`src/rtl/lsu_mem_stage.sv`:
```
// lsu_mem_stage: RV32I memory-stage load/store unit.
//
// Sits between the EX/MEM pipeline register and the data-memory port. It
// accepts one load or store from EX while idle. It then runs a req/gnt/rvalid
// access to memory and sign/zero-extends load data into a registered
// writeback result.
//
// Ports
//   clk, rst_n          : core clock, asynchronous active-low reset
//   ex_valid_i          : EX/MEM register holds a valid instruction
//   ls_func_i           : NOP=0 LW=1 LH=2 LB=3 LHU=4 LBU=5 SW=6 SH=7 SB=8 (9-15 = NOP)
//   addr_i, wdata_i     : effective byte address, forwarded store data
//   rd_i                : load destination register
//   data_req_o/gnt_i    : memory request / request accepted
//   data_we_o, data_be_o: store flag, byte enables
//   data_addr_o         : word-aligned address
//   data_wdata_o        : lane-replicated store data
//   data_rvalid_i/rdata_i : read data return
//   lsu_busy_o          : upstream stall, high whenever not idle
//   wb_valid_o, wb_rd_o, wb_data_o : one-cycle load result toward WB
//   misaligned_o        : one-cycle pulse, misaligned access rejected
//   bus_err_o           : one-cycle pulse, access aborted on timeout
//
// Memory handshake: data_req_o is high for every REQ cycle. Address, be, we
// and wdata are held stable until the cycle where data_gnt_i is also high;
// that cycle is the transfer. data_rvalid_i is only looked at in WAIT_RVALID,
// so an rvalid that lands in the gnt cycle is ignored.

module lsu_mem_stage #(
  parameter int unsigned TIMEOUT_CYCLES = 64,
  parameter int unsigned CNT_W          = 7
) (
  input  logic        clk,
  input  logic        rst_n,
  input  logic        ex_valid_i,
  input  logic [3:0]  ls_func_i,
  input  logic [31:0] addr_i,
  input  logic [31:0] wdata_i,
  input  logic [4:0]  rd_i,
  output logic        data_req_o,
  input  logic        data_gnt_i,
  output logic        data_we_o,
  output logic [3:0]  data_be_o,
  output logic [31:0] data_addr_o,
  output logic [31:0] data_wdata_o,
  input  logic        data_rvalid_i,
  input  logic [31:0] data_rdata_i,
  output logic        lsu_busy_o,
  output logic        wb_valid_o,
  output logic [4:0]  wb_rd_o,
  output logic [31:0] wb_data_o,
  output logic        misaligned_o,
  output logic        bus_err_o
);

  typedef enum logic [1:0] {
    S_IDLE = 2'd0,
    S_REQ  = 2'd1,
    S_WAIT = 2'd2
  } state_e;

  localparam logic [3:0] F_LW  = 4'd1;
  localparam logic [3:0] F_LH  = 4'd2;
  localparam logic [3:0] F_LB  = 4'd3;
  localparam logic [3:0] F_LHU = 4'd4;
  localparam logic [3:0] F_LBU = 4'd5;
  localparam logic [3:0] F_SW  = 4'd6;
  localparam logic [3:0] F_SH  = 4'd7;
  localparam logic [3:0] F_SB  = 4'd8;

  localparam logic [CNT_W-1:0] CNT_LAST = CNT_W'(TIMEOUT_CYCLES - 1);
  localparam logic [CNT_W-1:0] CNT_ONE  = CNT_W'(1);

  state_e state_q, state_d;

  logic [CNT_W-1:0] cnt_q, cnt_d;
  logic [31:0]      addr_q, addr_d;
  logic [1:0]       off_q, off_d;
  logic [3:0]       be_q, be_d;
  logic [31:0]      wdata_q, wdata_d;
  logic             we_q, we_d;
  logic [3:0]       func_q, func_d;
  logic [4:0]       rd_q, rd_d;
  logic             wb_valid_q, wb_valid_d;
  logic [4:0]       wb_rd_q, wb_rd_d;
  logic [31:0]      wb_data_q, wb_data_d;
  logic             mis_q, mis_d;
  logic             err_q, err_d;

  // Request decode from EX.
  logic        is_word, is_half, is_byte, is_store, accept, misaligned;
  logic [3:0]  be_calc;
  logic [31:0] wdata_calc;
  logic        timeout;
  logic [31:0] rdata_sh;
  logic [31:0] load_ext;

  always_comb begin
    is_word  = (ls_func_i == F_LW) || (ls_func_i == F_SW);
    is_half  = (ls_func_i == F_LH) || (ls_func_i == F_LHU) || (ls_func_i == F_SH);
    is_byte  = (ls_func_i == F_LB) || (ls_func_i == F_LBU) || (ls_func_i == F_SB);
    is_store = (ls_func_i == F_SW) || (ls_func_i == F_SH) || (ls_func_i == F_SB);
    // Codes 0 and 9-15 fall into none of the size classes, so they are NOPs.
    accept   = ex_valid_i && (is_word || is_half || is_byte);
    misaligned = (is_word && (addr_i[1:0] != 2'b00)) || (is_half && addr_i[0]);

    be_calc    = 4'b1111;
    wdata_calc = wdata_i;
    if (is_half) begin
      be_calc    = 4'b0011 << addr_i[1:0];
      wdata_calc = {2{wdata_i[15:0]}};
    end else if (is_byte) begin
      be_calc    = 4'b0001 << addr_i[1:0];
      wdata_calc = {4{wdata_i[7:0]}};
    end
  end

  assign timeout = (cnt_q == CNT_LAST);

  // Load alignment and extension, using the byte offset captured at accept.
  always_comb begin
    rdata_sh = data_rdata_i >> {off_q, 3'b000};
    case (func_q)
      F_LB:    load_ext = {{24{rdata_sh[7]}}, rdata_sh[7:0]};
      F_LBU:   load_ext = {24'h000000, rdata_sh[7:0]};
      F_LH:    load_ext = {{16{rdata_sh[15]}}, rdata_sh[15:0]};
      F_LHU:   load_ext = {16'h0000, rdata_sh[15:0]};
      default: load_ext = rdata_sh;
    endcase
  end

  // FSM: state register.
  always_ff @(posedge clk or negedge rst_n) begin
    if (!rst_n) state_q <= S_IDLE;
    else        state_q <= state_d;
  end

  // FSM: next-state logic.
  always_comb begin
    state_d = state_q;
    case (state_q)
      S_IDLE: if (accept && !misaligned) state_d = S_REQ;
      S_REQ: begin
        if (data_gnt_i)   state_d = we_q ? S_IDLE : S_WAIT;
        else if (timeout) state_d = S_IDLE;
      end
      S_WAIT: if (data_rvalid_i || timeout) state_d = S_IDLE;
      default: state_d = S_IDLE;
    endcase
  end

  // FSM: outputs decoded from state.
  always_comb begin
    data_req_o = (state_q == S_REQ);
    lsu_busy_o = (state_q != S_IDLE);
  end

  // Datapath next values: captured access fields, timeout counter and the
  // registered one-cycle pulses (which default back to 0 every cycle).
  always_comb begin
    cnt_d      = cnt_q;
    addr_d     = addr_q;
    off_d      = off_q;
    be_d       = be_q;
    wdata_d    = wdata_q;
    we_d       = we_q;
    func_d     = func_q;
    rd_d       = rd_q;
    wb_valid_d = 1'b0;
    wb_rd_d    = wb_rd_q;
    wb_data_d  = wb_data_q;
    mis_d      = 1'b0;
    err_d      = 1'b0;
    case (state_q)
      S_IDLE: begin
        if (accept) begin
          if (misaligned) begin
            mis_d = 1'b1;
          end else begin
            addr_d  = {addr_i[31:2], 2'b00};
            off_d   = addr_i[1:0];
            be_d    = be_calc;
            wdata_d = wdata_calc;
            we_d    = is_store;
            func_d  = ls_func_i;
            rd_d    = rd_i;
            cnt_d   = '0;
          end
        end
      end
      S_REQ: begin
        if (data_gnt_i) begin
          cnt_d = '0;
        end else if (timeout) begin
          err_d = 1'b1;
          cnt_d = '0;
        end else begin
          cnt_d = cnt_q + CNT_ONE;
        end
      end
      S_WAIT: begin
        if (data_rvalid_i) begin
          wb_valid_d = 1'b1;
          wb_rd_d    = rd_q;
          wb_data_d  = load_ext;
          cnt_d      = '0;
        end else if (timeout) begin
          err_d = 1'b1;
          cnt_d = '0;
        end else begin
          cnt_d = cnt_q + CNT_ONE;
        end
      end
      default: cnt_d = '0;
    endcase
  end

  always_ff @(posedge clk or negedge rst_n) begin
    if (!rst_n) begin
      cnt_q      <= '0;
      addr_q     <= '0;
      off_q      <= '0;
      be_q       <= '0;
      wdata_q    <= '0;
      we_q       <= 1'b0;
      func_q     <= '0;
      rd_q       <= '0;
      wb_valid_q <= 1'b0;
      wb_rd_q    <= '0;
      wb_data_q  <= '0;
      mis_q      <= 1'b0;
      err_q      <= 1'b0;
    end else begin
      cnt_q      <= cnt_d;
      addr_q     <= addr_d;
      off_q      <= off_d;
      be_q       <= be_d;
      wdata_q    <= wdata_d;
      we_q       <= we_d;
      func_q     <= func_d;
      rd_q       <= rd_d;
      wb_valid_q <= wb_valid_d;
      wb_rd_q    <= wb_rd_d;
      wb_data_q  <= wb_data_d;
      mis_q      <= mis_d;
      err_q      <= err_d;
    end
  end

  assign data_we_o    = we_q;
  assign data_be_o    = be_q;
  assign data_addr_o  = addr_q;
  assign data_wdata_o = wdata_q;
  assign wb_valid_o   = wb_valid_q;
  assign wb_rd_o      = wb_rd_q;
  assign wb_data_o    = wb_data_q;
  assign misaligned_o = mis_q;
  assign bus_err_o    = err_q;

endmodule

```
`config.mk`:
```
export PLATFORM = sky130hd
export DESIGN_NAME = lsu_mem_stage
export DESIGN_NICKNAME = d
export VERILOG_FILES = /design/src/rtl/lsu_mem_stage.sv
export SDC_FILE = /design/constraint.sdc
export NUM_CORES = 1
export LEC_CHECK = 0
export CAP_MARGIN = 40
export CORE_MARGIN = 2
export CORE_UTILIZATION = 30
export CTS_CLUSTER_DIAMETER = 150
export DETAILED_ROUTE_END_ITERATION = 7
export DONT_BUFFER_PORTS = 1
export PLACE_DENSITY_LB_ADDON = 0.25
export SYNTH_ARGS = -nofsm -noshare
export SYNTH_HDL_FRONTEND = slang
export SYNTH_SLANG_ARGS = --single-unit
```
`constraint.sdc`:
```
create_clock -name clk -period 1.8 [get_ports clk]
set_input_delay 0.45 -clock clk [delete_from_list [all_inputs] [get_ports clk]]
set_output_delay 0.45 -clock clk [all_outputs]
set_load 0.05 [all_outputs]
```
==> flow_metrics.tcl <==
set metrics [dict create \
    status "complete, but fails checks" \
    failed_checks "negative hold slack" \
    crit_start "state_q[0]" \
    m1WireLength_um 7520 \
    post-place-ws_ns -0.273 \
    highest_layer "met4" \
    cts-root-buf "clkbuf_16" \
    fin_crit_sh_pct 99.7 \
    p_sw_share_pct 50.2 \
    fillers 1973 \
    start_util_pct 30.8 \
    wl_met2_um 8610 \
    wl_per_cell_um 20.3 \
    r2r-start "state_q[0]" \
    die_width_um 149 \
    stdcell_count 872 \
    pwr-share-comb_pct 24.6 \
    synth.cell_area_um2 6270 \
    cp_max_fo 42 \
    async_reset_ff_share_pct 100 \
    critPathSlowestCell "dfrtp_1" \
    area_growth_pct 20.3 \
    insertedDiodeCount 0 \
    finalCriticalPeriod_ns 1.79 \
    p_leak_nw 3.52 \
    r2r_cells 6 \
    fin_util_pct 37.0 \
    ys_warn_count 0 \
    hold_viol 127 \
    dp_cells 837 \
    hp-class "input pin to async pin" \
    end_kind "flip-flop" \
    met3_length_um 1320 \
    fin_worst_skew_ns 0.0107 \
    synth_seq_area_share_pct 50.7 \
    crit_arrival_ns 2.09 \
    dr_total_vias 4480 \
    clk_latency_ns 0.42 \
    tightest_slew_ns 0.606 \
    clock_power_share_pct 20.1 \
    power_density_nw_per_um2 2190 \
    rsz0062_at_grt "yes" \
    drive_gt1_share_pct 25.9 \
    max_stage_delay_ns 0.40 \
    fp-row-count 52 \
    critPathLaunchType "flip-flop" \
    finalSetupTns_ns 0 \
    antenna_found_initial 0 \
    cap_violations 0 \
    hpwlAfterDp_um 12800 \
    path_class "flip-flop to flip-flop" \
    cts.sinks 127 \
    core_area_um2 20400 \
    grt_first_pass_wirelength_um 26800 \
    p_sw_mw 8.28 \
    rr_endpoint "rd_q[0]" \
    io_pins 221 \
    clkTransAtPathRegs_ns 0.06 \
    dr.pass1.iters 5 \
    ant_nets 0 \
    numPortBuffers 0 \
    cp-endpoint "rd_q[0]" \
    gp_congestion 0.778 \
    die_h_um 149 \
    die-area_um2 22100 \
    routed_wl_um 17700 \
    cts_buffers 17 \
    max_freq_mhz 557 \
    grt_max_degree 128 \
    critical_path.cell_chain "inv_2, ha_4, nand4_1, a211o_4, buf_12, mux2_1" \
    grt_usage_pct 15.8 \
    drc 0 \
    synth_area_per_cell_um2 11.2 \
    drtIter0Drc 304 \
    setup_viol 0 \
    pwr-share-seq_pct 55.3 \
    rrSetupSlack_ns 0.005 \
    hold_ws_ns -0.273 \
    synthCells 560 \
    worst_ep_required_time_ns 2.10 \
    ys.flop_type "dfrtp_1" \
    final_nets 707 \
    synth_edf_count 0 \
    cts_tree "done" \
    clockBufferDepth 2 \
    ir_drop_v 0.000665 \
    first_global_vias 4609 \
    htreeDepth 4 \
    ys_ff_latch 127 \
    vias_per_cell 5.14 \
    drv_slew 0 \
    cellInternalPower_mw 8.22 \
    fin_ws_ns 0.00532 \
    synth_cell_types 56 \
    max_slew_margin_pct 59.6 \
    grt-ovfl-total 0 \
]
==> synthesized netlist by cell type (2+ instances only) <==
library cell	count	area share, %
o31ai_1	4	0.48
a221o_1	16	2.6
a31oi_1	3	0.30
o21ai_0	40	3.2
ha_1	8	1.6
a222oi_1	8	1.3
buf_6	6	1.1
buf_2	10	0.80
o22ai_1	3	0.30
inv_2	2	0.12
buf_4	5	0.60
and2_1	2	0.20
o311a_1	2	0.32
mux2_2	8	1.4
a21oi_1	16	1.3
inv_1	9	0.54
nand2_1	90	5.4
nor3b_1	4	0.48
nor4b_1	3	0.42
nor2_1	27	1.6
nor2b_1	8	0.80
mux2_4	44	11
buf_1	4	0.24
dfrtp_1	127	51
clkbuf_1	12	0.72
nand2b_1	3	0.30
xnor2_1	2	0.28
o21ai_1	21	1.7
nand3_1	3	0.24
nor3_1	2	0.16
mux2i_1	41	6.5
nor4_1	3	0.30
==> cell usage in the layout, fill, tap and decap left out, types with 8 or more instances in the layout <==
master	netlist	routed
mux2_2	8	8
a221o_1	16	16
buf_4	5	36
nor2b_1	8	8
mux2i_1	41	40
mux2_4	44	44
dfrtp_1	127	127
nor2_1	27	26
a222oi_1	8	8
clkbuf_16	0	18
o21ai_1	21	21
a21oi_1	16	16
o21ai_0	40	40
nand2_1	90	88
==> worst max-delay path: cells and delay by family (launching register included) <==
| family | cells | cell delay, ns |
|---|---|---|
| mux | 1 | 0.33 |
| fa+ha+maj | 1 | 0.16 |
| flops | 1 | 0.40 |
| compound gates | 1 | 0.35 |
| simple gates | 1 | 0.12 |
| buf+inv | 2 | 0.30 |
==> registers in the layout, indices dropped and copies added, names as in the netlist <==
signal        count
wb_valid_o        1
off_q             2
rd_q              5
wb_rd_o           5
data_wdata_o     32
bus_err_o         1
func_q            4
data_be_o         4
data_we_o         1
misaligned_o      1
data_addr_o      30
state_q           2
wb_data_o        32
cnt_q             7
==> routing by layer <==
layer	vias to the layer above	GRT usage, %
met4	0	6.05
met1	2198	19.9
met2	186	25.6
met3	26	4.63
li1	2070	-
met5	-	0
==> power by group through the flow <==
| stage | logic [mW] | clock network, mW | registers [mW] |
|---|---|---|---|
| after floorplan | 2.96 | 0 | 8.74 |
| after global placement | 3.67 | 0 | 9.17 |
| after detailed placement | 3.79 | 0 | 9.21 |
| after CTS | 3.96 | 3.40 | 9.16 |
| after global routing | 4.45 | 3.54 | 9.28 |
| final | 4.05 | 3.31 | 9.13 |
==> metrics by stage <==
stage,total power [mW],hold WS [ns],area [µm²]
5_1_grt,17.3,-0.301,7540
3_5_place_dp,13.0,0.158,6830
4_1_cts,16.5,-0.298,7450
2_1_floorplan,11.7,0.154,6320
6_report,16.5,-0.273,7540
3_3_place_gp,12.8,0.158,6810
==> how the worst min path moves through the flow <==
stage / to / slack, ns / cells after the start / startpoint
floorplan: bus_err_o / 0.15 / 0 / rst_n
detailed placement: data_addr_o[15] / 0.16 / 0 / rst_n
finish: data_addr_o[15] / -0.27 / 0 / rst_n
global placement: data_addr_o[9] / 0.16 / 0 / rst_n
global route: data_addr_o[15] / -0.30 / 0 / rst_n
CTS: data_addr_o[9] / -0.30 / 0 / rst_n
==> kinds of logic (layout without fill, tap and decap cells) <==
family | count (synthesis) | in the layout | synth area share [%]
fa+ha+maj | 8 | 8 | 1.60
mux | 95 | 95 | 19.1
buf+inv | 49 | 90 | 4.17
simple gates | 152 | 152 | 10.8
flops | 127 | 127 | 50.7
other cells | 1 | 2 | 0.0598
xor+xnor | 2 | 2 | 0.279
compound gates | 126 | 126 | 13.4
==> layout make-up <==
cell class	count	area [µm²]	share of cell area, %
Tap cell	270	338	4.48
Clock buffer	20	457	6.06
Inverter	11	46.3	0.614
Sequential cell	127	3180	42.2
Timing Repair Buffer	47	453	6.01
Clock inverter	12	113	1.49
Multi-Input combinational cell	385	2960	39.2
==> timing repair <==
action	4_1_cts	5_1_grt
endpoints found under the hold margin	127	127
pin swaps	2	2
setup buffers	0	2
endpoints found under the setup margin	85	73
cloned	0	1
gates resized for setup	15	9
(Power assumes the default switching activity.)
